### config.mk
export PLATFORM = sky130hd
export DESIGN_NAME = io_input_capture_flat
export DESIGN_NICKNAME = d
export VERILOG_FILES = /design/src/rtl/io_input_capture_if.sv /design/src/rtl/io_input_capture.sv /design/src/flat_wrapper.sv
export SDC_FILE = /design/constraint.sdc
export NUM_CORES = 1
export LEC_CHECK = 0
export ABC_AREA = 1
export BUFFER_PORTS_ARGS = -buffer_cell sky130_fd_sc_hd__buf_2
export CORE_ASPECT_RATIO = 0.7
export CORE_MARGIN = 2
export CORE_UTILIZATION = 55
export DETAILED_ROUTE_END_ITERATION = 16
export MAX_ROUTING_LAYER = met4
export PLACE_DENSITY = 0.76
export SYNTH_ARGS = -nofsm -noshare
export SYNTH_HDL_FRONTEND = slang
export SYNTH_SLANG_ARGS = --single-unit
### constraint.sdc
create_clock -name clock -period 4.8 [get_ports clock]
set_input_delay 0.48 -clock clock [delete_from_list [all_inputs] [get_ports clock]]
set_output_delay 0.48 -clock clock [all_outputs]
set_load 0.03 [all_outputs]
### src/rtl/io_input_capture_if.sv
// Bus bundle for io_input_capture: raw button and switch inputs, FIFO read
// side and status. The slave modport is the capture block's view; the master
// modport is the view of whatever drives the inputs and pops entries.
interface io_input_capture_if #(
    parameter int DATA_W     = 22,
    parameter int DEPTH_LOG2 = 5
);
    logic                  apply_btn_n;
    logic [DATA_W-1:0]     io_in;
    logic                  clr;
    logic                  rd_en;
    logic [DATA_W-1:0]     rd_data;
    logic [DEPTH_LOG2:0]   count;
    logic                  empty;
    logic                  full;
    logic                  push_pulse;
    logic                  overflow;

    modport slave (
        input  apply_btn_n, io_in, clr, rd_en,
        output rd_data, count, empty, full, push_pulse, overflow
    );

    modport master (
        output apply_btn_n, io_in, clr, rd_en,
        input  rd_data, count, empty, full, push_pulse, overflow
    );
endinterface

### src/rtl/io_input_capture.sv
// Input capture front end: synchronises and debounces the active-low apply
// button, samples the synchronised switch bus once per clean press and queues
// the samples in a show-ahead FIFO.
//
// state       | meaning
// RELEASED    | button idle; waiting for btn_s=0 (only once armed)
// DEB_PRESS   | button low, counting stable cycles before accepting press
// PRESSED     | press accepted; waiting for btn_s=1
// DEB_RELEASE | button high, counting stable cycles before accepting release
module io_input_capture #(
    parameter int DATA_W          = 22,
    parameter int DEPTH_LOG2      = 5,
    parameter int DEBOUNCE_CYCLES = 50000
) (
    input  logic                clock,
    input  logic                reset,
    io_input_capture_if.slave   bus
);
    localparam int DEPTH = 1 << DEPTH_LOG2;
    localparam int CNT_W = $clog2(DEBOUNCE_CYCLES);
    // Counter value whose increment reaches DEBOUNCE_CYCLES-1.
    localparam logic [CNT_W-1:0] CNT_LAST = CNT_W'(DEBOUNCE_CYCLES - 2);

    typedef enum logic [1:0] {RELEASED, DEB_PRESS, PRESSED, DEB_RELEASE} state_t;

    logic [1:0]            btn_sync;
    logic                  btn_s;
    logic [DATA_W-1:0]     io_m;
    logic [DATA_W-1:0]     io_s;

    state_t                state;
    logic [CNT_W-1:0]      deb_cnt;
    logic                  push_req;
    logic [1:0]            fill;
    logic                  armed;

    logic [DATA_W-1:0]     mem [DEPTH];
    logic [DEPTH_LOG2-1:0] wr_ptr;
    logic [DEPTH_LOG2-1:0] rd_ptr;
    logic [DEPTH_LOG2:0]   cnt_q;
    logic                  overflow_q;
    logic                  empty_i;
    logic                  full_i;
    logic                  pop;
    logic                  push_ok;

    assign btn_s = btn_sync[1];

    // Two-flop synchronisers for the button and the switch bus.
    always_ff @(posedge clock or posedge reset) begin
        if (reset) begin
            btn_sync <= 2'b11;
            io_m     <= '0;
            io_s     <= '0;
        end else begin
            btn_sync <= {btn_sync[0], bus.apply_btn_n};
            io_m     <= bus.io_in;
            io_s     <= io_m;
        end
    end

    // Debounce FSM. The synchroniser resets to "released", so the first two
    // btn_s values after reset are not real samples; the FSM only arms once
    // a genuine released level has been seen, which keeps a button held
    // across reset from producing a push.
    always_ff @(posedge clock or posedge reset) begin
        if (reset) begin
            state    <= RELEASED;
            deb_cnt  <= '0;
            push_req <= 1'b0;
            fill     <= 2'd0;
            armed    <= 1'b0;
        end else begin
            push_req <= 1'b0;
            if (fill != 2'd2) fill <= fill + 2'd1;
            if (fill == 2'd2 && btn_s) armed <= 1'b1;
            case (state)
                RELEASED: begin
                    if (!btn_s && armed) begin
                        state   <= DEB_PRESS;
                        deb_cnt <= '0;
                    end
                end
                DEB_PRESS: begin
                    if (btn_s) begin
                        state <= RELEASED;
                    end else begin
                        deb_cnt <= deb_cnt + 1'b1;
                        if (deb_cnt == CNT_LAST) begin
                            state    <= PRESSED;
                            push_req <= 1'b1;
                        end
                    end
                end
                PRESSED: begin
                    if (btn_s) begin
                        state   <= DEB_RELEASE;
                        deb_cnt <= '0;
                    end
                end
                DEB_RELEASE: begin
                    if (!btn_s) begin
                        state <= PRESSED;
                    end else begin
                        deb_cnt <= deb_cnt + 1'b1;
                        if (deb_cnt == CNT_LAST) state <= RELEASED;
                    end
                end
                default: state <= RELEASED;
            endcase
        end
    end

    assign empty_i = (cnt_q == '0);
    assign full_i  = (cnt_q == (DEPTH_LOG2+1)'(DEPTH));
    assign pop     = bus.rd_en && !empty_i && !bus.clr;
    // A push into a full FIFO still fits when a pop frees the head slot.
    assign push_ok = push_req && !bus.clr && (!full_i || pop);

    // FIFO pointers, explicit occupancy count and sticky overflow.
    always_ff @(posedge clock or posedge reset) begin
        if (reset) begin
            wr_ptr     <= '0;
            rd_ptr     <= '0;
            cnt_q      <= '0;
            overflow_q <= 1'b0;
        end else if (bus.clr) begin
            wr_ptr     <= '0;
            rd_ptr     <= '0;
            cnt_q      <= '0;
            overflow_q <= 1'b0;
        end else begin
            if (push_ok) wr_ptr <= wr_ptr + 1'b1;
            if (pop)     rd_ptr <= rd_ptr + 1'b1;
            case ({push_ok, pop})
                2'b10:   cnt_q <= cnt_q + 1'b1;
                2'b01:   cnt_q <= cnt_q - 1'b1;
                default: cnt_q <= cnt_q;
            endcase
            if (push_req && !push_ok) overflow_q <= 1'b1;
        end
    end

    // Storage array; contents need no reset because rd_data is gated by empty.
    always_ff @(posedge clock) begin
        if (push_ok) mem[wr_ptr] <= io_s;
    end

    assign bus.rd_data    = empty_i ? '0 : mem[rd_ptr];
    assign bus.count      = cnt_q;
    assign bus.empty      = empty_i;
    assign bus.full       = full_i;
    assign bus.push_pulse = push_ok;
    assign bus.overflow   = overflow_q;
endmodule
### src/flat_wrapper.sv
// flat-port wrapper written by rule: the top's interface ports become plain ports
module io_input_capture_flat 
#(
    parameter int DATA_W          = 22,
    parameter int DEPTH_LOG2      = 5,
    parameter int DEBOUNCE_CYCLES = 50000
)
  (clock, reset, bus_apply_btn_n, bus_io_in, bus_clr, bus_rd_en, bus_rd_data, bus_count, bus_empty, bus_full, bus_push_pulse, bus_overflow);
  io_input_capture_if #(.DATA_W(DATA_W), .DEPTH_LOG2(DEPTH_LOG2)) bus_i ();
  input  logic clock;
  input  logic reset;
  input wire logic [$bits(bus_i.apply_btn_n)-1:0] bus_apply_btn_n;
  input wire logic [$bits(bus_i.io_in)-1:0] bus_io_in;
  input wire logic [$bits(bus_i.clr)-1:0] bus_clr;
  input wire logic [$bits(bus_i.rd_en)-1:0] bus_rd_en;
  output wire logic [$bits(bus_i.rd_data)-1:0] bus_rd_data;
  output wire logic [$bits(bus_i.count)-1:0] bus_count;
  output wire logic [$bits(bus_i.empty)-1:0] bus_empty;
  output wire logic [$bits(bus_i.full)-1:0] bus_full;
  output wire logic [$bits(bus_i.push_pulse)-1:0] bus_push_pulse;
  output wire logic [$bits(bus_i.overflow)-1:0] bus_overflow;
  assign bus_i.apply_btn_n = bus_apply_btn_n;
  assign bus_i.io_in = bus_io_in;
  assign bus_i.clr = bus_clr;
  assign bus_i.rd_en = bus_rd_en;
  assign bus_rd_data = bus_i.rd_data;
  assign bus_count = bus_i.count;
  assign bus_empty = bus_i.empty;
  assign bus_full = bus_i.full;
  assign bus_push_pulse = bus_i.push_pulse;
  assign bus_overflow = bus_i.overflow;
  io_input_capture #(.DATA_W(DATA_W), .DEPTH_LOG2(DEPTH_LOG2), .DEBOUNCE_CYCLES(DEBOUNCE_CYCLES)) u_core (.clock(clock), .reset(reset), .bus(bus_i));
endmodule
# --- Word level (Yosys, flattened, before mapping) ---
# Memories as Yosys holds them, arrays and structs flattened.
# Index checks and enable logic that the tools add are counted.
classes:
  n_reduce_logical: 21
  eq_ne: 15
  n_addsub: 6
  mux: 26
ops:
  columns: ["cell", "count"]
  rows:
  - ["16-bit two-way mux", 4]
  - ["16-bit one-hot mux with 4 select lines", 1]
  - ["22-bit two-way mux", 1]
  - ["5-bit two-way mux", 4]
  - ["16-bit by 1-bit adder with 16-bit output (second input constant)", 1]
  - ["16-bit == test (second input constant)", 1]
  - ["2-bit two-way mux", 6]
  - ["6-bit one-hot mux with 2 select lines", 1]
  - ["5-bit by 1-bit adder with 5-bit output (second input constant)", 2]
  - ["2-bit == test (second input constant)", 4]
  - ["2-bit one-hot mux with 4 select lines", 1]
  - ["4-bit AND reduction", 2]
  - ["1-bit logical AND", 7]
  - ["1-bit two-way mux", 7]
  - ["6-bit by 1-bit adder with 6-bit output (second input constant)", 1]
  - ["6-bit == test (second input constant)", 1]
  - ["6-bit zero test", 1]
  - ["6-bit two-way mux", 1]
  - ["2-bit by 1-bit != test with 1-bit output (second input constant)", 3]
  - ["2-bit nonzero test", 3]
  - ["6-bit by 1-bit subtractor with 6-bit output (second input constant)", 1]
  - ["1-bit zero test", 5]
  - ["2-bit by 1-bit == test with 1-bit output (second input constant)", 2]
  - ["2-bit != test (second input constant)", 2]
  - ["6 further kinds", 6]
totals:
  memories: 1
  ram_bits: 704
  output_inout_bits: 32
  ff_bits: 85
  input_bits: 27
  wordCells: 81
mem_list:
  columns: ["name", "words", "width", "rd", "rd_clocked_by_memory_dff", "write_ports", "line", "rtl"]
  rows:
  - ["u_core.mem", 32, 22, 1, 0, 1, "io_input_capture.sv:37", "logic [DATA_W-1:0] mem [DEPTH];"]

# --- Longest topological paths before layout ---
depth:
  word_depth: 10
  depth_mapped: 13
  mapped_depth_nobuf: 13

# --- Least setup slack after synthesis ---
# Ideal clock, no wire load.
synth_path:
  path_kind: "register to register"
  start: "register u_core.cnt_q[0] (netlist: u_core.bus.count[0])"
  end: "memory u_core.mem[7][0] (enable)"
  required_ns: 4.371
  path_stages_with_launch: 9
  n_path_buf: 0
  slack_ns: 1.296
  t_arrival_ns: 3.075
  cell_sequence: "dfrtp_1 > nor2_1 > nand3_1 > nor2_1 > nand2_2 > nand2_2 > nor2_4 > inv_2 > nor3_1"
synth_via:
  word_cells_on_any_way: 10
  cone_classes: "eq/ne (1); mux (2); reduce/logical (7)"
synth_rtl:
  columns: ["element", "line", "rtl"]
  rows:
  - ["start: declaration", "io_input_capture.sv:40", "logic [DEPTH_LOG2:0] cnt_q;"]
  - ["start signal: assignment", "io_input_capture.sv:136", "2'b10: cnt_q <= cnt_q + 1'b1;"]
  - ["start signal: assignment", "io_input_capture.sv:137", "2'b01: cnt_q <= cnt_q - 1'b1;"]
  - ["start signal: assignment", "io_input_capture.sv:138", "default: cnt_q <= cnt_q;"]
  - ["6-bit == test", "io_input_capture.sv:115", "assign full_i = (cnt_q == (DEPTH_LOG2+1)'(DEPTH));"]
  - ["named net bus_full", "flat_wrapper.sv:19", "output wire logic [$bits(bus_i.full)-1:0] bus_full;"]
  - ["1-bit zero test", "io_input_capture.sv:118", "assign push_ok = push_req && !bus.clr && (!full_i || pop);"]
  - ["1-bit logical OR", "io_input_capture.sv:118", null]
  - ["1-bit logical AND", "io_input_capture.sv:118", null]
  - ["named net bus_push_pulse", "flat_wrapper.sv:20", "output wire logic [$bits(bus_i.push_pulse)-1:0] bus_push_pulse;"]
  - ["1-bit two-way mux", "io_input_capture.sv:146", "if (push_ok) mem[wr_ptr] <= io_s;"]
  - ["1-bit two-way mux (implied by the code)", "io_input_capture.sv:146", null]
  - ["end: declaration", "io_input_capture.sv:37", null]
# The timed path passes the listed nets, and every way through them passes these cells.

# --- Final worst setup path ---
layout_path:
  start: "register u_core.rd_ptr[1]"
  end: "output bus_rd_data[14]"
layout_via:
  elab_chain_len: 2
layout_lines:
  columns: ["element", "line", "rtl"]
  rows:
  - ["start: declaration", "io_input_capture.sv:39", "logic [DEPTH_LOG2-1:0] rd_ptr;"]
  - ["start signal: assignment", "io_input_capture.sv:134", "if (pop) rd_ptr <= rd_ptr + 1'b1;"]
  - ["memory read 32 x 22 bit", null, null]
  - ["22-bit two-way mux", "io_input_capture.sv:149", "assign bus.rd_data = empty_i ? '0 : mem[rd_ptr];"]
  - ["end: declaration", "flat_wrapper.sv:16", "output wire logic [$bits(bus_i.rd_data)-1:0] bus_rd_data;"]
# Every way passes these cells.

==> impl_metrics.ini <==
[timing]
slew_viol_final = 0
min_period_ps = 4290
rsz0062_at_grt = false
finalSetupTns_ps = 0
layout_setup_ws_ps = 509
fmax_ghz = 0.233
max-slew-margin-rel_pct = 11.8
skew_ps = 21.4
tightestPinTransition_ps = 1320
finalHoldViolCount = 0
finalCritPeriodShare_pct = 89.4
setup_violations = 0

[clock_network]
cts_setup_buffers = 0
ctsLongestPathBuffers = 3
numCtsBuffers = 71
cts_sinks = 789
post_cts_resized = 0
hold_buffers = 24
htree_num_levels = 3
cts_tree = done
clk_pin_slew_ps = 70
clk_latency_ps = 630
cts-root-buf = clkbuf_16

[place]
placed_area_um2 = 32300
io_buffers = 58
gp_congestion = 0.892
dpl.hpwl_um = 46600
place_ws_ps = 1240

[global_route]
grt_pass1_vias = 19400
grtUsageTotal_pct = 29.1
overflow = 0
grt_max_degree = 101
grt_antenna_before_repair = 1
grt_pass1_wl_um = 121000

[logic_synthesis]
synth_cell_types = 46
synth-edff-count = 704
yosys-top-cells-area = edfxtp_1 (68%), dfrtp_1 (6.7%), nand2_1 (4.8%)
ys_async_sr_fraction_pct = 10.8
synthesis.area_um2 = 31000
synth-seq-cells = 789
yosys_warnings = 0
syn_nets = 2344
synth_ff_type = edfxtp_1
yosysSeqAreaShare_pct = 75.0
synth_top_area_share_pct = 68.1
synth_area_per_cell_um2 = 13.5
synthCells = 2306
yosysTopAreaCell = edfxtp_1

[power_and_ir_drop]
irDropWorstVdd_mv = 0.309
p_total_mw = 17.5
power.density_nw_per_um2 = 502
p_leak_nw = 12.2

[critical_path]
crit_chain = buf_4, nor2_4, buf_12, a21oi_1, o211ai_1, nand3_1, a21oi_1, buf_2
path_max_fanout = 88
endpoint_kind = output port
critPathTopFamily = buffers and inverters
critPathLaunch = u_core.rd_ptr[1]
path_buf_inv = 3
cp.required_ps = 4320
critPathKind = register to output port
crit_path_max_incr_delay_ps = 770
r2r-start = u_core.bus.count[0]
crit_path_start_kind = register
crit_arrival_ps = 3810
cpMostUsedCell = a21oi_1
critical-path-slowest-cell = dfrtp_4

[die]
fp.dieArea_um2 = 58400
rows = 72
core_um2 = 55500
ios = 59
die_width_um = 288
die_h_um = 203
initial_core_util_pct = 55.9

[hold_path]
min_from = bus_clr
min_path_type = input pin to register

[routing]
ant_nets = 0
first_iter_violations = 2880
vias_per_cell = 6.31
wl_met3_um = 10500
top_layer = met4
m1WireLength_um = 31500
routed_wl_um = 81500
wire_per_inst_um = 25.5
first_pass_iters = 6
drc = 0
vias = 20100
wl_met2_um = 36800

[final_layout]
mostFrequentLayoutCells = edfxtp_1 (704), nand2_1 (399), nor2_1 (195)
drive_gt1_share_pct = 11.8
final_common_cell = edfxtp_1
synthToLayoutAreaGrowth_pct = 12.2
utilization_pct = 62.8
fin_nets = 2432
design_area_um2 = 34800

[run]
cap_viol_max_count = 0

[status]
status = completed
[worst reg2reg max path, stage by stage, from the launching register on]
cell and delay (ps):
dfrtp_1 480, nor2_1 120, nand3_2 170, nand3_4 160
nand2_2 120, nand2_2 90, nor2_4 260, nand2_1 370
nor2_2 690, buf_4 440
[cells by family (layout without fill, tap and decap cells)]
family / Yosys count / count (layout) / synth area share, %
adder cells (fa/ha/maj): 11 / 11 / 0.443
multiplexers: 88 / 88 / 2.84
flip-flops: 789 / 789 / 75.0
other: 0 / 1 / 0
AND/OR/NAND/NOR: 723 / 723 / 9.41
AO/OA/AOI/OAI: 517 / 517 / 9.53
XOR/XNOR: 7 / 7 / 0.197
buffers and inverters: 171 / 315 / 2.63
[registers in the layout, indices dropped and copies added, names as in the netlist, named ones only]
signal / cells
u_core.deb_cnt: 16
u_core.mem: 704
u_core.io_m: 22
u_core.io_s: 22
u_core.bus.count: 6
u_core.bus.overflow: 1
u_core.fill: 2
u_core.state: 1
u_core.btn_sync: 2
u_core.push_req: 1
u_core.wr_ptr: 5
u_core.rd_ptr: 5
u_core.armed: 1
[final cells by class]
| type | count | area [um2] |
|---|---|---|
| Tap cell | 740 | 926 |
| Antenna cell | 1 | 2.50 |
| Sequential cell | 789 | 23300 |
| Clock inverter | 37 | 419 |
| Inverter | 41 | 165 |
| Multi-Input combinational cell | 1346 | 7050 |
| Clock buffer | 92 | 1900 |
| Fill cell | 3931 | 20700 |
| Timing Repair Buffer | 145 | 1090 |
[metal layers]
metal,vias to the layer above,track usage (%)
li1,8652,-
met1,9907,40.7
met2,1410,42.6
met3,171,6.85
met4,0,9.83
met5,-,-
[final timing paths]
kind                                  endpoint  slack (ps)  cells after the start
max                            bus_rd_data[14]         510                      8
max in group asynchronous     u_core.rd_ptr[0]        3240                      4
max reg2reg                  u_core.mem[4][16]        1540                      9
min in group asynchronous            async pin         520                      3
min reg2reg                    u_core.io_s[16]         350                      0
min                        u_core.bus.count[1]         270                      4
[per-stage QoR]
stage          hold slack [ps]  std cells
2_1_floorplan              331       2306
3_3_place_gp               333       3037
3_5_place_dp               336       3037
4_1_cts                    244       3190
5_1_grt                    274       3191
6_report                   273       3191
[where the power goes]
group,internal (mW),leakage (nW),total [mW],switching (mW)
Combinational,1.16,3.74,3.95,2.79
Sequential,7.53,7.38,7.80,0.262
Clock,3.21,1.12,5.72,2.52
Total,11.9,12.2,17.5,5.57
[synth_stat cells, types with 4 or more instances]
| cell type | count |
|---|---|
| edfxtp_1 | 704 |
| nand2_1 | 400 |
| nor2_1 | 225 |
| o21ai_0 | 127 |
| a21oi_1 | 125 |
| o22ai_1 | 93 |
| mux2i_1 | 88 |
| o211ai_1 | 88 |
| dfrtp_1 | 83 |
| o21ai_1 | 73 |
| nand3_1 | 66 |
| clkbuf_1 | 52 |
| buf_2 | 47 |
| inv_1 | 33 |
| ha_1 | 11 |
| buf_1 | 10 |
| buf_6 | 10 |
| buf_4 | 9 |
| nor3_1 | 7 |
| inv_2 | 6 |
| nand2_2 | 5 |
| nand4_1 | 5 |
| xor2_1 | 4 |
No activity file was read; power rests on OpenSTA's default activity.
